[config.mk]
export PLATFORM = sky130hd
export DESIGN_NAME = lsu_dcache_if
export DESIGN_NICKNAME = d
export VERILOG_FILES = /design/src/rtl/lsu_dcache_if_pkg.sv /design/src/rtl/lsu_load_align.sv /design/src/rtl/lsu_dcache_if.sv
export SDC_FILE = /design/constraint.sdc
export NUM_CORES = 1
export LEC_CHECK = 0
export ABC_CLOCK_PERIOD_IN_PS = 1800
export CAP_MARGIN = 20
export CORE_ASPECT_RATIO = 1.4
export CORE_MARGIN = 2
export CORE_UTILIZATION = 40
export DETAILED_ROUTE_END_ITERATION = 10
export PLACE_DENSITY = 0.82
export RECOVER_POWER = 100
export SLEW_MARGIN = 20
export SYNTH_ARGS = -nofsm -noshare
export SYNTH_HDL_FRONTEND = slang
export SYNTH_SLANG_ARGS = --single-unit
export TNS_END_PERCENT = 5
[constraint.sdc]
create_clock -name clk -period 1.8 [get_ports clk]
set_input_delay 0.36 -clock clk [delete_from_list [all_inputs] [get_ports clk]]
set_output_delay 0.36 -clock clk [all_outputs]
set_load 0.01 [all_outputs]
[src/rtl/lsu_dcache_if_pkg.sv]
// lsu_dcache_if_pkg: access-size codes, LSU states and
// store/alignment helpers shared by the load/store path.
package lsu_dcache_if_pkg;

  localparam logic [2:0] ACCESS_SZ_BYTE = 3'd0;
  localparam logic [2:0] ACCESS_SZ_HALF = 3'd1;
  localparam logic [2:0] ACCESS_SZ_WORD = 3'd2;

  typedef enum logic [2:0] {
    ST_IDLE  = 3'd0,
    ST_ISSUE = 3'd1,
    ST_WAIT  = 3'd2,
    ST_DRAIN = 3'd3,
    ST_RESP  = 3'd4
  } lsu_state_e;

  function automatic logic [2:0] sz_norm(
    input logic [2:0] sz
  );
    logic [2:0] r;
    r = ACCESS_SZ_WORD;
    if (sz == ACCESS_SZ_BYTE || sz == ACCESS_SZ_HALF)
      r = sz;
    return r;
  endfunction

  function automatic logic misaligned(
    input logic [1:0] lo,
    input logic [2:0] sz
  );
    logic r;
    unique case (1'b1)
      sz == ACCESS_SZ_BYTE: r = 1'b0;
      sz == ACCESS_SZ_HALF: r = lo[0];
      default:              r = |lo;
    endcase
    return r;
  endfunction

  // dcache write lanes are most-significant-byte first
  function automatic logic [31:0] store_swap(
    input logic [31:0] d,
    input logic [2:0]  sz
  );
    logic [31:0] r;
    unique case (1'b1)
      sz == ACCESS_SZ_BYTE:
        r = {24'b0, d[7:0]};
      sz == ACCESS_SZ_HALF:
        r = {16'b0, d[7:0], d[15:8]};
      default:
        r = {d[7:0], d[15:8], d[23:16], d[31:24]};
    endcase
    return r;
  endfunction

endpackage

[src/rtl/lsu_load_align.sv]
// lsu_load_align: extracts the low byte/half of a dcache
// read word and sign- or zero-extends it.
module lsu_load_align
  import lsu_dcache_if_pkg::*;
(
  input  logic [31:0] rdata,
  input  logic [2:0]  sz,
  input  logic        zext,
  output logic [31:0] data
);

  logic sb;
  logic sh;

  assign sb = ~zext & rdata[7];
  assign sh = ~zext & rdata[15];

  always_comb begin
    data = rdata;
    unique case (1'b1)
      sz == ACCESS_SZ_BYTE: data = {{24{sb}}, rdata[7:0]};
      sz == ACCESS_SZ_HALF: data = {{16{sh}}, rdata[15:0]};
      default:              data = rdata;
    endcase
  end

endmodule

[src/rtl/lsu_dcache_if.sv]
// lsu_dcache_if: single-outstanding load/store initiator
// between the MEM stage and the dcache port.
module lsu_dcache_if
  import lsu_dcache_if_pkg::*;
#(
  parameter int RD_LAT = 2,
  parameter int ADDR_W = 32
) (
  input  logic              clk,
  input  logic              rst_n,
  input  logic              req_valid,
  output logic              req_ready,
  input  logic              req_we,
  input  logic [ADDR_W-1:0] req_addr,
  input  logic [31:0]       req_wdata,
  input  logic [2:0]        req_sz,
  input  logic              req_unsigned,
  input  logic              flush,
  output logic              resp_valid,
  input  logic              resp_ready,
  output logic [31:0]       resp_rdata,
  output logic              resp_err,
  output logic              dc_re,
  output logic [ADDR_W-1:0] dc_raddr,
  output logic              dc_we,
  output logic [ADDR_W-1:0] dc_waddr,
  output logic [31:0]       dc_wdata,
  output logic [2:0]        dc_wsz,
  input  logic [31:0]       dc_rdata,
  input  logic              dc_hit
);

  localparam int CNT_W = (RD_LAT > 1) ? $clog2(RD_LAT) : 1;
  localparam logic [CNT_W-1:0] CNT_INIT = CNT_W'(RD_LAT - 1);

  lsu_state_e     state;
  logic [CNT_W-1:0] cnt;
  logic [2:0]     lat_sz;
  logic           lat_uns;
  logic           lat_we;
  logic [2:0]     sz_n;
  logic [31:0]    ld_data;

  assign sz_n      = sz_norm(req_sz);
  assign req_ready = rst_n && (state == ST_IDLE) && !flush;

  lsu_load_align u_align (
    .rdata (dc_rdata),
    .sz    (lat_sz),
    .zext  (lat_uns),
    .data  (ld_data)
  );

  always_ff @(posedge clk or negedge rst_n) begin
    if (!rst_n) begin
      state      <= ST_IDLE;
      cnt        <= '0;
      lat_sz     <= ACCESS_SZ_WORD;
      lat_uns    <= 1'b0;
      lat_we     <= 1'b0;
      dc_re      <= 1'b0;
      dc_we      <= 1'b0;
      dc_raddr   <= '0;
      dc_waddr   <= '0;
      dc_wdata   <= '0;
      dc_wsz     <= '0;
      resp_valid <= 1'b0;
      resp_err   <= 1'b0;
      resp_rdata <= '0;
    end else begin
      dc_re <= 1'b0;
      dc_we <= 1'b0;
      unique case (state)
        ST_IDLE: begin
          if (req_valid && req_ready) begin
            lat_sz     <= sz_n;
            lat_uns    <= req_unsigned;
            lat_we     <= req_we;
            resp_rdata <= '0;
            if (misaligned(req_addr[1:0], sz_n)) begin
              state      <= ST_RESP;
              resp_valid <= 1'b1;
              resp_err   <= 1'b1;
            end else begin
              state    <= ST_ISSUE;
              resp_err <= 1'b0;
              if (req_we) begin
                dc_we    <= 1'b1;
                dc_waddr <= req_addr;
                dc_wsz   <= sz_n;
                dc_wdata <= store_swap(req_wdata, sz_n);
              end else begin
                dc_re    <= 1'b1;
                dc_raddr <= req_addr;
              end
            end
          end
        end
        ST_ISSUE: begin
          cnt <= CNT_INIT;
          if (lat_we) begin
            state      <= flush ? ST_IDLE : ST_RESP;
            resp_valid <= !flush;
          end else begin
            state <= flush ? ST_DRAIN : ST_WAIT;
          end
        end
        ST_WAIT: begin
          cnt <= cnt - 1'b1;
          if (cnt == '0) begin
            if (flush) begin
              state <= ST_IDLE;
            end else begin
              state      <= ST_RESP;
              resp_valid <= 1'b1;
              resp_err   <= !dc_hit;
              resp_rdata <= dc_hit ? ld_data : 32'h0;
            end
          end else if (flush) begin
            state <= ST_DRAIN;
          end
        end
        ST_DRAIN: begin
          cnt <= cnt - 1'b1;
          if (cnt == '0)
            state <= ST_IDLE;
        end
        ST_RESP: begin
          if (flush || resp_ready) begin
            state      <= ST_IDLE;
            resp_valid <= 1'b0;
            resp_err   <= 1'b0;
            resp_rdata <= '0;
          end
        end
        default: state <= ST_IDLE;
      endcase
    end
  end

endmodule

======== After elaboration in Yosys (flattened, before gate mapping) ========
Index checks and enable logic that the tools add are counted.
storage, ports and cells
  output and inout port bits .............. 136
  bits in registers ....................... 144
  logic and storage cells ................. 100
cells by class
  $add $sub $neg .......................... 1
  bitwise gates (word level) .............. 5
  reductions and logical operators ........ 22
  equality and inequality tests ........... 15
  multiplexer cells ....................... 43
operator list
  cell                                                    count
  two-way mux 32 bit                                      5
  case mux 32 bit (2 select lines)                        2
  case mux 32 bit (3 select lines)                        1
  two-way mux 3 bit                                       9
  two-way mux 1 bit                                       21
  case mux 3 bit (5 select lines)                         1
  equality test 3 x 1 -> 1 bit (second input constant)    4
  zero test 3 bit                                         4
  AND reduction 4 bit                                     3
  inequality test 2 bit (second input constant)           5
  AND reduction 7 bit                                     1
  equality test 3 x 2 -> 1 bit (second input constant)    2
  AND reduction 5 bit                                     1
  inequality test 2 x 1 -> 1 bit (second input constant)  2
  case mux 1 bit (2 select lines)                         2
  case mux 1 bit (4 select lines)                         1
  nonzero test 4 bit                                      1
  OR reduction 2 bit                                      2
  equality test 3 bit (second input constant)             1
  logical AND 1 bit                                       3
  inequality test 3 bit (second input constant)           1
  NOT 1 bit                                               3
  case mux 1 bit (3 select lines)                         1
  nonzero test 3 bit                                      1
  6 further kinds                                         9

======== Depth between registers and ports, before layout ========
Gate-level depths: netlist of run 1.
  word-level depth ........................ 10
  depth in mapped cells ................... 7

======== Hierarchy ========
From an unflattened synthesis of run 1, not the netlist that was laid out.
second synthesis, totals
  cell total of the unflattened synthesis .. 591
  area total of the unflattened synthesis .. 6565.0 um2
modules (own cells, without submodules)
  module          cells each  instances  area an instance (um2)  sequential area each (um2)
  lsu_dcache_if   531         1          6183.4                  3604.7
  lsu_load_align  60          1          381.6                   0.0

======== Worst setup path after synthesis of run 1 ========
OpenSTA, ideal clock, no wires.
  kind .................................... reg2reg
  from .................................... register state[2]
  to ...................................... register dc_raddr[10]
  arrival ................................. 1.651 ns
  setup slack ............................. 0.022 ns
  cell stages (with the launch flop) ...... 6
  data required time ...................... 1.673 ns
  cells stage by stage .................... dfrtp_1 > nor4_4 > nand2_2 > nor3_4 > buf_6 > mux2_1
on the way
  word-level cells in the longest chain between the ends .. 5
ends and longest elaborated chain
  item                               RTL line                                  RTL
  start: declaration                 lsu_dcache_if.sv:36                       lsu_state_e state;
  start signal: assignment           lsu_dcache_if.sv:102                      state <= flush ? ST_IDLE : ST_RESP;
  start signal: assignment           lsu_dcache_if.sv:105                      state <= flush ? ST_DRAIN : ST_WAIT;
  zero test 3 bit (*)                lsu_dcache_if.sv:45, lsu_dcache_if.sv:73
  logical AND 1 bit (2 in a row)     lsu_dcache_if.sv:45                       assign req_ready = rst_n && (state == ST_IDLE) && !flush;
  logical AND 1 bit                  lsu_dcache_if.sv:75                       if (req_valid && req_ready) begin
  AND reduction 4 bit (no line) (*)  --
  end signal: assignment             lsu_dcache_if.sv:94                       dc_raddr <= req_addr;
  end: declaration                   lsu_dcache_if.sv:24                       output logic [ADDR_W-1:0] dc_raddr,
Every way passes the cells marked *; elsewhere a longest branch is shown, timed or not.
A chain may end at the register's enable or synchronous reset.

======== Worst setup path in the final report of run 1 ========
  from .................................... register state[0]
  to ...................................... register dc_raddr[1]
Same word-level chain as after synthesis.

==> results of run 1 <==
state kept, by name, indices dropped and copies added, names as in the netlist:
name / count
dc_raddr: 32
dc_waddr: 32
dc_wsz: 3
dc_re: 1
lat_we: 1
lat_uns: 1
dc_we: 1
resp_valid: 1
lat_sz: 3
state: 3
resp_err: 1
resp_rdata: 32
dc_wdata: 32
cnt: 1
layer usage:
metal | track usage [%] | vias to the layer above
met5 | 0 | -
met4 | 7.47 | 0
met3 | 6.33 | 26
met2 | 35.6 | 170
met1 | 23.5 | 2389
li1 | - | 2350
final timing paths:
kind | to | slack [ps] | cells after the start
max in group asynchronous | lat_we | 630 | 2
min in group clk | dc_waddr[0] | 450 | 3
worst max register to register | dc_raddr[1] | 20 | 6
worst min-delay path | resp_rdata[26] | 300 | 2
worst max-delay path | dc_raddr[1] | 20 | 6
worst min register to register | dc_wdata[7] | 480 | 2
cell usage after synthesis, types with 2 or more instances:
| cell | number |
|---|---|
| inv_1 | 27 |
| nand2_1 | 64 |
| a21oi_1 | 28 |
| mux2i_1 | 32 |
| mux2_1 | 66 |
| nand3b_1 | 3 |
| clkbuf_1 | 17 |
| and3_1 | 9 |
| o22a_1 | 2 |
| buf_6 | 9 |
| nand4_1 | 2 |
| buf_2 | 8 |
| mux2_2 | 9 |
| nor2_1 | 16 |
| and2_1 | 4 |
| o21ai_0 | 64 |
| nand3_1 | 2 |
| dfrtp_1 | 143 |
stage by stage:
stage	std cells	area, um2	util, %	setup TNS, ps	total power, W
floorplan	529	6200	-	0	0.00750
global placement	967	9070	60.0	-43120	0.0110
detailed placement	967	9070	60.0	-50730	0.0112
CTS	1000	9720	64.3	-158	0.0151
global route	1000	9760	64.5	-4060	0.0158
finish	1000	9760	64.5	0	0.0150
cell families (layout without fill, tap and decap cells):
group                  Yosys count  count (layout)  share of synthesized area [%]
and+or+nand+nor                113             113                           8.90
buffers and inverters           62             341                           5.01
muxes                          107             107                           18.8
AOI/OAI and AO/OA              103             103                           9.13
DFF                            144             144                           58.2
where the power goes:
part / leakage, nW / switching [W] / total, W / internal [W]
clock network: 0.309 / 0.00143 / 0.00381 / 0.00238
logic: 2.26 / 0.00245 / 0.00596 / 0.00351
registers: 1.88 / 0.000703 / 0.00520 / 0.00450
layout make-up:
type                       count  area, um2
inverter                      27        101
clock buffer                  18        439
tap                          192        240
clock inverter                14        201
sequential                   144       3600
timing repair buffer         282       2820
multi-input combinational    323       2350
fill                        1211       5360
what timing repair did:
| item | CTS | global route |
|---|---|---|
| setup endpoints to repair | 34 | 105 |
| hold buffers | 1 | 0 |
| cloned | 0 | 0 |
| hold endpoints to repair | 3 | 0 |
| resized for setup | 5 | 14 |
| pin swaps | 3 | 0 |
worst max-delay path: cells and delay by family (launching register included):
family,cells,cell delay (ps)
AND/OR/NAND/NOR,3,480
flip-flops,1,410
multiplexers,1,360
buffers and inverters,2,390
==> run metrics, run 1 <==
mean area per synthesized cell=11.7 um2; Yosys cell types=42; Post-Syn Area=6200 um2; layout cells sized above 1=12.6%; CP cell instances=nor4_4, buf_4, nand2_2, nor3_4, buf_12, mux2_2; DRC=0; root buffer cell=clkbuf_16; Synth Flop Type=dfrtp_1; detailed-router iteration count before antenna repair=4; Leak=4.44 nW; height of the die=151 um; ranking of synthesized cells by area=dfrtp_1 (58%), mux2_1 (12%), mux2i_1 (5.2%); Power Density=1530 nW/um2; per-cell routed wire length=16.7 um; Top Ports=243; leading area contributor after synthesis=dfrtp_1; Worst Setup Path Type=register to register; max_cap viols=0; pin count of the biggest net entering global routing=142; worst skew pair latency=420 ps; initial core utilization=41.0%; postcts setup bufs=0; most common cell after layout, fill and taps aside=clkdlybuf4s50_1; crit path launch=state[0]; first-pass GRT wire length=26.0 mm; RePlAce Congestion=0.833; Final Skew=11.7 ps; CTS sink cnt=144; RSZ-0062 raised after global routing=yes; core area=15,100 um2; Max VDD drop=0.939 mV; area of the die=16,500 um2; crit path capture type=register; WL met2=8.52 mm; critical path's slowest cell=dfrtp_1; max layer used=met4; setup ws final=23.8 ps; gr ovfl total=0; final WL=16.7 mm; Max Slew Vio Count=0; status=complete, no violations; Final ANT Viol Nets=0; fmax=563 MHz; # rows=53; Hold Slack=304 ps; sequential share of the synthesized area=58.2%; port bufs=242; asr flop ratio synth=100%; CTS max path bufs=2; drt initial violations=210; Die X=109 um; synth warn=0; GRT Total Usage=20.5%; diode count=0; Reg-to-Reg Start=state[0]; Routed met1 length=6.60 mm; Worst EP arrival=2070 ps; initial antenna violation count=0; Final Hold Fails=0; Post-Syn Instances=529; Post-synth EDFFs=0; area share of the largest cell type after synthesis=57.7%; CTS buffer count=17; Final nets=902; Max FO, Critical Path=33; H-tree depth=4; CTS tree=done; commonest non-fill, non-tap cells in the layout=clkdlybuf4s50_1 (238), dfrtp_1 (143), nand2_1 (64); Worst-path clk slew=60 ps; WP data required=2100 ps; Via density=4.94; Place WS=-497 ps; Layout area overhead=57.4%; startpoint type of the worst setup path=register; max incr delay on CP=410 ps; post-route minimum period=1780 ps; Final setup viols=0; hpwl dp=11.9 mm; routed wl met3=1.18 mm; Syn Nets=636; number of synthesized register bits=144; number of global-route vias before repair=5,108; total number of vias=4,935; Worst Tran Pin Value=1280 ps; Slew HR=14.7%; Final period util=98.7%; hold crit path type=input port to asynchronous set/reset pin
No activity file was read; power rests on OpenSTA's default activity.
==> inputs of run 2 (changes only) <==
- CAP_MARGIN: 20 -> default
- REMOVE_ABC_BUFFERS: default -> 1
==> run metrics, run 2 (synthesis results as in run 1) <==
status=complete, but fails checks; failing checks=negative setup slack; number of global-route vias before repair=5,061 (-0.92%); Leak=4.59 nW (+3.3%); post-route minimum period=1870 ps (+95.3 ps); Layout area overhead=61.1%; CTS buffer count=17 (unchanged); Final ANT Viol Nets=0 (unchanged); Worst Tran Pin Value=1300 ps (+23.9 ps); diode count=0 (unchanged); Max FO, Critical Path=13 (-61%); CP cell instances=nor4_4, buf_4, nand2_4, nor3_4, buf_6, clkbuf_16, mux2_1; Place WS=-414 ps (+82.7 ps); worst skew pair latency=420 ps (about the same); met1 Track Usage GR=21.8% (-1.6 points); max incr delay on CP=410 ps (about the same); core area=15,100 um2 (unchanged); CTS sink cnt=144 (unchanged); hold crit path type=register to register; commonest non-fill, non-tap cells in the layout=clkdlybuf4s50_1 (239), dfrtp_1 (143), nand2_1 (63); per-cell routed wire length=17.6 um (+5.7%); WP data required=2090 ps (about the same); port bufs=242 (unchanged); CTS Hold Bufs=0 (-1); Worst EP arrival=2160 ps (+90 ps); Multi-input gate area=2460 um2 (+4.8%); setup ws final=-71.6 ps (-95.3 ps); crit path capture type=register; Final Skew=7.33 ps (-4.34 ps); Worst-path clk slew=60 ps (about the same); fillers=1,138 (-6.0%); initial antenna violation count=0 (unchanged); final WL=17.8 mm (+6.7%); gr busiest metal=met2; DRC=0 (unchanged); fmax=534 MHz (-5.1%); gr ovfl total=0 (unchanged); met3 Use GR=7.96% (+1.6 points); Max VDD drop=1.06 mV (+13%); hpwl dp=11.8 mm (-0.68%); Worst Setup Path Type=register to register; first-pass GRT wire length=25.6 mm (-1.6%); startpoint type of the worst setup path=register; GRT Total Usage=20.2% (-0.24 points); height of the die=151 um (unchanged); Final period util=104% (+5.3 points); RSZ-0062 raised after global routing=yes; pin count of the biggest net entering global routing=145 (+2.1%); Top Ports=243 (unchanged); area of the die=16,500 um2 (unchanged); most common cell after layout, fill and taps aside=clkdlybuf4s50_1; H-tree depth=4 (unchanged); critical path's slowest cell=dfrtp_1; Core Util, Final=66.0% (+1.5 points); Final nets=912 (+1.1%); Seq. cell area=3600 um2 (unchanged); max_cap viols=0 (unchanged); layout cells sized above 1=17.4% (+4.7 points); # rows=53 (unchanged); total number of vias=5,056 (+2.5%); met2 usage=34.9% (-0.68 points); Via density=5.01 (+1.4%); drt initial violations=206 (-1.9%); CTS max path bufs=2 (unchanged); Final Hold Fails=0 (unchanged); Die X=109 um (unchanged); Final setup viols=25 (+25); RePlAce Congestion=0.832 (-0.16%); Power Density=1520 nW/um2 (-1.1%); initial core utilization=41.0% (unchanged); Slew HR=13.1% (-1.6 points); Max Slew Vio Count=0 (unchanged); root buffer cell=clkbuf_16; detailed-router iteration count before antenna repair=4 (unchanged); CTS tree=done
## run 2: worst max-delay path: cells and delay by family (launching register included)
family,cells,cell delay [ps]
multiplexers,1,340
AND/OR/NAND/NOR,3,470
flip-flops,1,410
buffers and inverters,3,520
## run 2: power breakdown
group	switching (W)	leakage [nW]	total, W	internal, W
registers	0.000765	1.88	0.00527	0.00450
logic	0.00250	2.42	0.00625	0.00375
clock network	0.00151	0.294	0.00365	0.00213
## run 2: final cells by class
type                            instances  area share [%]
Timing Repair Buffer                  292            29.7
Tap cell                              192            2.41
Inverter                               27            1.02
Multi-Input combinational cell        323            24.7
Sequential cell                       144            36.1
Clock inverter                         14            1.70
Clock buffer                           18            4.40
## run 2: final timing paths
kind,from,to,slack [ps],cells after the start
min reg2reg,dc_wdata[6],dc_wdata[6],480,2
max reg2reg,state[0],dc_raddr[10],-70,7
max,state[0],dc_raddr[10],-70,7
max in group asynchronous,rst_n,dc_waddr[23],430,3
min,dc_wdata[6],dc_wdata[6],480,2
min in group asynchronous,rst_n,resp_rdata[5],510,3
## run 2: timing repair
action,in CTS,in global routing
gates resized for setup,6,69
hold endpoints to repair,0,0
endpoints found under the setup margin,4,122
buffers inserted,1,1
gates cloned,0,5
pin swaps,2,1
## run 2: metal layers
layer	routed length [um]	part of all wire [%]
met4	457	2.6
met5	0	0
met2	9170	51
met1	6640	37
met3	1550	8.7
## run 2: metrics by stage
step | area [um2] | TNS [ps] | instances | total power (W) | hold slack (ps)
2_1_floorplan | 5990 | -244610 | 494 | 0.00742 | 64.4
3_3_place_gp | 9090 | -36130 | 971 | 0.0109 | 460
3_5_place_dp | 9090 | -43160 | 971 | 0.0111 | 469
4_1_cts | 9700 | -120 | 1004 | 0.0148 | 233
5_1_grt | 9980 | -9520 | 1010 | 0.0159 | 494
6_report | 9980 | -613 | 1010 | 0.0152 | 479
